**src/rtl/eeprom_rw_seq.sv**
```systemverilog
// eeprom_rw_seq: write-then-verify transaction sequencer in front of an I2C byte driver.
// Writes BYTE_NUM pattern bytes, reads them back and reports pass/fail, error count and first bad address.
module eeprom_rw_seq #(
  parameter int          BYTE_NUM    = 16,
  parameter logic [15:0] BASE_ADDR   = 16'h0000,
  parameter logic [7:0]  SEED        = 8'hA5,
  parameter int          TWR_CYCLES  = 250_000,
  parameter int          GAP_CYCLES  = 400,
  parameter int          TIMEOUT_CYC = 2_000_000
) (
  input  logic        i_sys_clk,
  input  logic        i_sys_rst_n,
  input  logic        i_go,
  input  logic        i_flag_done,
  input  logic [7:0]  i_data_read,
  output logic        o_start,
  output logic        o_ctrl_w0_r1,
  output logic [15:0] o_addr,
  output logic [7:0]  o_data_write,
  output logic        o_busy,
  output logic        o_done,
  output logic        o_pass,
  output logic        o_timeout,
  output logic [8:0]  o_err_cnt,
  output logic [15:0] o_err_addr
);

  typedef enum logic [2:0] {
    S_IDLE, S_WR_REQ, S_WR_TWR, S_GAP, S_RD_REQ, S_CHECK, S_FINISH
  } state_t;

  localparam logic [31:0] GAP_LAST = 32'(GAP_CYCLES - 1);
  localparam logic [31:0] TWR_LAST = 32'(TWR_CYCLES - 1);
  localparam logic [31:0] TMO_LAST = 32'(TIMEOUT_CYC - 1);
  localparam logic [8:0]  K_LAST   = 9'(BYTE_NUM - 1);

  state_t      r_state, w_state_next;
  logic [31:0] r_cnt, w_cnt_next;
  logic [8:0]  r_k, w_k_next;
  logic        r_rd_phase, w_rd_phase_next;
  logic        r_flag_q;
  logic [7:0]  r_rd_data, w_rd_data_next;
  logic        r_start, w_start_next;
  logic        r_ctrl, w_ctrl_next;
  logic [15:0] r_addr, w_addr_next;
  logic [7:0]  r_wdata, w_wdata_next;
  logic        r_busy, w_busy_next;
  logic        r_done, w_done_next;
  logic        r_pass, w_pass_next;
  logic        r_timeout, w_timeout_next;
  logic [8:0]  r_err_cnt, w_err_cnt_next;
  logic [15:0] r_err_addr, w_err_addr_next;

  logic        w_ev;
  logic [15:0] w_k_addr;
  logic [7:0]  w_k_data;

  // Only the rising edge of the driver's done level counts as a completion.
  assign w_ev     = i_flag_done & ~r_flag_q;
  assign w_k_addr = BASE_ADDR + {7'd0, r_k};
  assign w_k_data = SEED + r_k[7:0];

  always_ff @(posedge i_sys_clk or negedge i_sys_rst_n) begin
    if (!i_sys_rst_n) begin
      r_state    <= S_IDLE;
      r_cnt      <= '0;
      r_k        <= '0;
      r_rd_phase <= 1'b0;
      r_flag_q   <= 1'b0;
      r_rd_data  <= '0;
      r_start    <= 1'b0;
      r_ctrl     <= 1'b0;
      r_addr     <= BASE_ADDR;
      r_wdata    <= '0;
      r_busy     <= 1'b0;
      r_done     <= 1'b0;
      r_pass     <= 1'b0;
      r_timeout  <= 1'b0;
      r_err_cnt  <= '0;
      r_err_addr <= 16'hFFFF;
    end else begin
      r_state    <= w_state_next;
      r_cnt      <= w_cnt_next;
      r_k        <= w_k_next;
      r_rd_phase <= w_rd_phase_next;
      r_flag_q   <= i_flag_done;
      r_rd_data  <= w_rd_data_next;
      r_start    <= w_start_next;
      r_ctrl     <= w_ctrl_next;
      r_addr     <= w_addr_next;
      r_wdata    <= w_wdata_next;
      r_busy     <= w_busy_next;
      r_done     <= w_done_next;
      r_pass     <= w_pass_next;
      r_timeout  <= w_timeout_next;
      r_err_cnt  <= w_err_cnt_next;
      r_err_addr <= w_err_addr_next;
    end
  end

  always_comb begin
    w_state_next    = r_state;
    w_cnt_next      = r_cnt;
    w_k_next        = r_k;
    w_rd_phase_next = r_rd_phase;
    w_rd_data_next  = r_rd_data;
    w_start_next    = r_start;
    w_ctrl_next     = r_ctrl;
    w_addr_next     = r_addr;
    w_wdata_next    = r_wdata;
    w_busy_next     = r_busy;
    w_done_next     = 1'b0;
    w_pass_next     = r_pass;
    w_timeout_next  = r_timeout;
    w_err_cnt_next  = r_err_cnt;
    w_err_addr_next = r_err_addr;

    case (r_state)
      S_IDLE: begin
        if (i_go) begin
          w_pass_next     = 1'b0;
          w_timeout_next  = 1'b0;
          w_err_cnt_next  = '0;
          w_err_addr_next = 16'hFFFF;
          w_k_next        = '0;
          w_rd_phase_next = 1'b0;
          w_cnt_next      = '0;
          w_busy_next     = 1'b1;
          w_state_next    = S_GAP;
        end
      end

      // Request fields are registered together with the start rise.
      S_GAP: begin
        if (r_cnt == GAP_LAST) begin
          w_cnt_next   = '0;
          w_start_next = 1'b1;
          w_addr_next  = w_k_addr;
          if (r_rd_phase) begin
            w_ctrl_next  = 1'b1;
            w_state_next = S_RD_REQ;
          end else begin
            w_ctrl_next  = 1'b0;
            w_wdata_next = w_k_data;
            w_state_next = S_WR_REQ;
          end
        end else begin
          w_cnt_next = r_cnt + 32'd1;
        end
      end

      S_WR_REQ, S_RD_REQ: begin
        if (w_ev) begin
          w_start_next = 1'b0;
          w_cnt_next   = '0;
          if (r_state == S_RD_REQ) begin
            w_rd_data_next = i_data_read;
            w_state_next   = S_CHECK;
          end else begin
            w_state_next = S_WR_TWR;
          end
        end else if (r_cnt == TMO_LAST) begin
          w_start_next   = 1'b0;
          w_timeout_next = 1'b1;
          w_state_next   = S_FINISH;
        end else begin
          w_cnt_next = r_cnt + 32'd1;
        end
      end

      S_WR_TWR: begin
        if (r_cnt == TWR_LAST) begin
          w_cnt_next   = '0;
          w_state_next = S_GAP;
          if (r_k == K_LAST) begin
            w_k_next        = '0;
            w_rd_phase_next = 1'b1;
          end else begin
            w_k_next = r_k + 9'd1;
          end
        end else begin
          w_cnt_next = r_cnt + 32'd1;
        end
      end

      S_CHECK: begin
        if (r_rd_data != w_k_data) begin
          if (r_err_cnt != 9'h1FF) w_err_cnt_next = r_err_cnt + 9'd1;
          if (r_err_cnt == 9'd0) w_err_addr_next = w_k_addr;
        end
        w_cnt_next = '0;
        if (r_k == K_LAST) begin
          w_state_next = S_FINISH;
        end else begin
          w_k_next     = r_k + 9'd1;
          w_state_next = S_GAP;
        end
      end

      S_FINISH: begin
        w_pass_next  = (r_err_cnt == 9'd0) && !r_timeout;
        w_done_next  = 1'b1;
        w_busy_next  = 1'b0;
        w_state_next = S_IDLE;
      end

      default: w_state_next = S_IDLE;
    endcase
  end

  assign o_start      = r_start;
  assign o_ctrl_w0_r1 = r_ctrl;
  assign o_addr       = r_addr;
  assign o_data_write = r_wdata;
  assign o_busy       = r_busy;
  assign o_done       = r_done;
  assign o_pass       = r_pass;
  assign o_timeout    = r_timeout;
  assign o_err_cnt    = r_err_cnt;
  assign o_err_addr   = r_err_addr;

endmodule

```
**config.mk**
```make
export PLATFORM = sky130hd
export DESIGN_NAME = eeprom_rw_seq
export DESIGN_NICKNAME = d
export VERILOG_FILES = /design/src/rtl/eeprom_rw_seq.sv
export SDC_FILE = /design/constraint.sdc
export NUM_CORES = 1
export LEC_CHECK = 0
export CELL_PAD_IN_SITES_DETAIL_PLACEMENT = 1
export CELL_PAD_IN_SITES_GLOBAL_PLACEMENT = 1
export CORE_MARGIN = 8
export CORE_UTILIZATION = 40
export CTS_CLUSTER_SIZE = 25
export DETAILED_ROUTE_END_ITERATION = 8
export MAX_ROUTING_LAYER = met4
export PLACE_DENSITY_LB_ADDON = 0.1
export SYNTH_ARGS = -nofsm -noshare
export SYNTH_HDL_FRONTEND = slang
export SYNTH_SLANG_ARGS = --single-unit
```
**constraint.sdc**
```tcl
create_clock -name i_sys_clk -period 2.64 [get_ports i_sys_clk]
set_input_delay 0.66 -clock i_sys_clk [delete_from_list [all_inputs] [get_ports i_sys_clk]]
set_output_delay 0.66 -clock i_sys_clk [all_outputs]
set_load 0.005 [all_outputs]
```
==> run summary, run 1 <==
outcome = finished clean
time the final worst path needs with I/O delays and setup = 2.46 ns
start point of the critical path = r_k[0]
remaining number of nets flagged by the antenna check after routing = 0
mean instance size in the synthesized netlist = 10.0 µm²
average detailed-routed wire length per instance = 17.6 µm
filler instances = 1430
area fraction of the dominant cell type after synthesis = 42.3%
later-pin clock latency in the skew report = 0.36 ns
hold crit path type = input pin to async pin
critical path startpoint category = flop
number of enable flip-flop cells after synthesis = 0
Buffers & Inverters on Critical Path = 3
ports placed on the boundary = 67
number of CTS-inserted buffers = 9
final RePlAce weighted congestion = 0.830
clock input transition at the sequential cells of the worst setup and hold paths = 0.07 ns
pin slew with the least headroom to its limit = 0.549 ns
CTS tree = built
number of diodes = 0
number of antenna violations at the first check in global routing = 0
flop and latch count out of synthesis = 96
worst setup margin = 0.176 ns
Max Fclk = 0.406 GHz
stages on the worst setup path = 10
share of post-route cells with drive strength above 1 = 18.9%
GRT Resource Usage Total = 18.0%
Synth Instances = 507
relative area change from synthesis to final layout = 25.7%
critical-path cell list = ha_1 -> buf_4 -> xor2_1 -> xor2_1 -> nand4b_1 -> a2111oi_4 -> buf_4 -> or3_1 -> buf_4 -> a21boi_2
height of the chip = 129 µm
dominant register cell in the synthesized netlist = dfrtp_1
root buffer cell = clkbuf_16
starting density of the core = 40.6%
async set-reset flop share out of synthesis = 100%
power per cell area = 818 nW/µm²
Die W = 129 µm
starting DRC count in detailed routing = 155
stage delay of the slowest cell on the critical path = 0.44 ns
Rel. slew slack = 63.4%
IR Drop Worst-Case VDD = 316 µV
Crit path arrival time = 2.75 ns
number of placement rows = 41
maximum count of clock buffers along a single path = 2
unrepaired setup endpoints after global routing = false
crit share post-route = 93.4%
Detailed Routing Iterations Pass 1 = 4
leading cell types by total area after synthesis = dfrtp_1 (42%), dfstp_2 (5.2%), mux2_2 (4.4%)
launch instance of the worst register-to-register path = r_k[0]
Post-CTS Hold Buffers = 0
YS warnings = 0
# H-tree levels = 3
max capacitance violation total = 0
Pins Over Slew Limit = 0
global-route wire length before repair = 22900 µm
HPWL after detailed placement = 10200 µm
Place WS = -0.171 ns
top library cells by usage in the layout, fill and taps aside = dfrtp_1 (86), clkdlybuf4s50_1 (58), buf_4 (50)
final net count = 615
number of global-route vias before repair = 4471
core utilization of the finished layout = 51.1%
Max FO, Critical Path = 10
Final Skew = 0.0131 ns
Vias = 4128
required time reported for the critical path endpoint = 2.93 ns
library cell occupying the most area in the post-synthesis netlist = dfrtp_1
logic depth of the worst register-to-register path = 10
Crit-path slowest cell = dfrtp_1
Final Hold Vio Count = 0
total wire length = 13600 µm
count of unique library cells instantiated by Yosys = 62
count of final setup violators = 0
maximum number of pins on one net before global-route repair = 58
detailed-route DRC error count = 0
most repeated library cell on the critical path = buf_4
category of the worst setup path capture point = flop
Leakage Power = 2.84 nW
most frequent standard cell in the layout excluding fill and tap cells = dfrtp_1
Core Footprint = 12500 µm²
Crit path max-delay family = buffers and inverters
total congestion overflow after global routing = 0
critical path class = flop to flop
number of sinks handled by clock tree synthesis = 96
part of the Yosys area used for sequential elements = 47.5%
synthesized cell area = 5090 µm²
number of vias per cell after detailed routing = 5.33
quantity of I/O buffers inserted on ports = 59
area of the die = 16600 µm²
[cell families (layout without fill, tap and decap cells)]
| logic type | Yosys count | in the layout | synth area share, % |
|---|---|---|---|
| AOI/OAI and AO/OA | 101 | 101 | 14.3 |
| xor gates and xnor gates | 32 | 32 | 6.59 |
| adders and majority gates | 5 | 5 | 1.23 |
| buffers and inverters | 49 | 139 | 5.04 |
| DFF | 96 | 96 | 47.5 |
| muxes | 22 | 22 | 4.82 |
| other | 1 | 7 | 0.0737 |
| and+or+nand+nor | 201 | 201 | 20.5 |
[Yosys cell counts (4+ instances only)]
| library cell | instances |
|---|---|
| or4_1 | 6 |
| o21ai_0 | 39 |
| mux2_2 | 20 |
| xnor2_1 | 12 |
| a21oi_1 | 5 |
| dfstp_2 | 10 |
| dfrtp_1 | 86 |
| buf_4 | 16 |
| nand3b_1 | 5 |
| buf_2 | 4 |
| nor2b_1 | 7 |
| nand4_1 | 7 |
| xnor3_1 | 4 |
| clkbuf_1 | 14 |
| and3_1 | 10 |
| o22a_1 | 9 |
| nor2_1 | 42 |
| ha_1 | 5 |
| nor3_1 | 13 |
| nand2_1 | 41 |
| nor4_1 | 8 |
| xor2_1 | 16 |
| inv_1 | 14 |
| nand2b_1 | 6 |
| or2_2 | 7 |
| or3_1 | 7 |
| a31oi_1 | 5 |
| nand3_1 | 28 |
| a22o_1 | 15 |
[cell type report]
class / instances / area, µm² / share of cell area, %
multi-input combinational: 368 / 2450 / 38.3
inverter: 14 / 52.6 / 0.822
clock inverter: 4 / 27.5 / 0.431
tap: 172 / 215 / 3.37
timing repair buffer: 109 / 976 / 15.3
sequential: 96 / 2410 / 37.8
clock buffer: 12 / 256 / 4.01
[report_power, final]
group | internal, W | leakage [nW] | switching (W) | total [W]
combinational | 0.00101 | 1.42 | 0.000995 | 0.00200
clock | 0.000693 | 0.143 | 0.000575 | 0.00127
sequential | 0.00174 | 1.28 | 0.000214 | 0.00196
total | 0.00344 | 2.84 | 0.00178 | 0.00523
[registers in the layout, summed over array words and instances (netlist names), 3 cells and up]
name and count:
r_state 3, o_data_write 8, r_rd_data 8, o_err_addr 10, r_k 9, o_err_cnt 9
r_cnt 32, o_addr 9
[through the flow]
step / power (W) / instance area [µm²] / std cells / hold slack (ns) / TNS (ns)
2_1_floorplan: 0.00314 / 5110 / 513 / 0.364 / 0
3_3_place_gp: 0.00393 / 6090 / 758 / 0.461 / -0.618
3_5_place_dp: 0.00401 / 6090 / 758 / 0.475 / -1.14
4_1_cts: 0.00530 / 6380 / 774 / 0.305 / 0
5_1_grt: 0.00557 / 6390 / 775 / 0.319 / 0
6_report: 0.00523 / 6390 / 775 / 0.282 / 0
[metal layers]
| metal | vias to the layer above | part of all wire, % | GRT usage [%] |
|---|---|---|---|
| li1 | 1984 | - | - |
| met4 | 0 | 2.3 | 8.02 |
| met3 | 20 | 2.7 | 2.73 |
| met5 | - | 0 | - |
| met2 | 53 | 51 | 29.7 |
| met1 | 2071 | 44 | 21.3 |
[timing repair]
item                       CTS  global route
buffers inserted             0             1
hold endpoints to repair     0             0
setup endpoints to repair    2            28
pin swaps                    0             2
gates cloned                 0             0
resized for setup            1             2
[worst paths after layout]
kind                                    to  slack (ns)
max                         o_err_addr[14]        0.18
min                        o_data_write[6]        0.28
max reg2reg                 o_err_addr[14]        0.18
min reg2reg                o_data_write[3]        0.48
max in group asynchronous   o_err_addr[14]        1.63
min in group i_sys_clk     o_data_write[3]        0.48
(Power assumes the default switching activity.)
==> run 2, diff against run 1 <==
Settings changed: ABC_CLOCK_PERIOD_IN_PS set to 2640.
==> results of run 2 <==
Same layout as run 1: the final DEF is identical, and so are final timing and power.
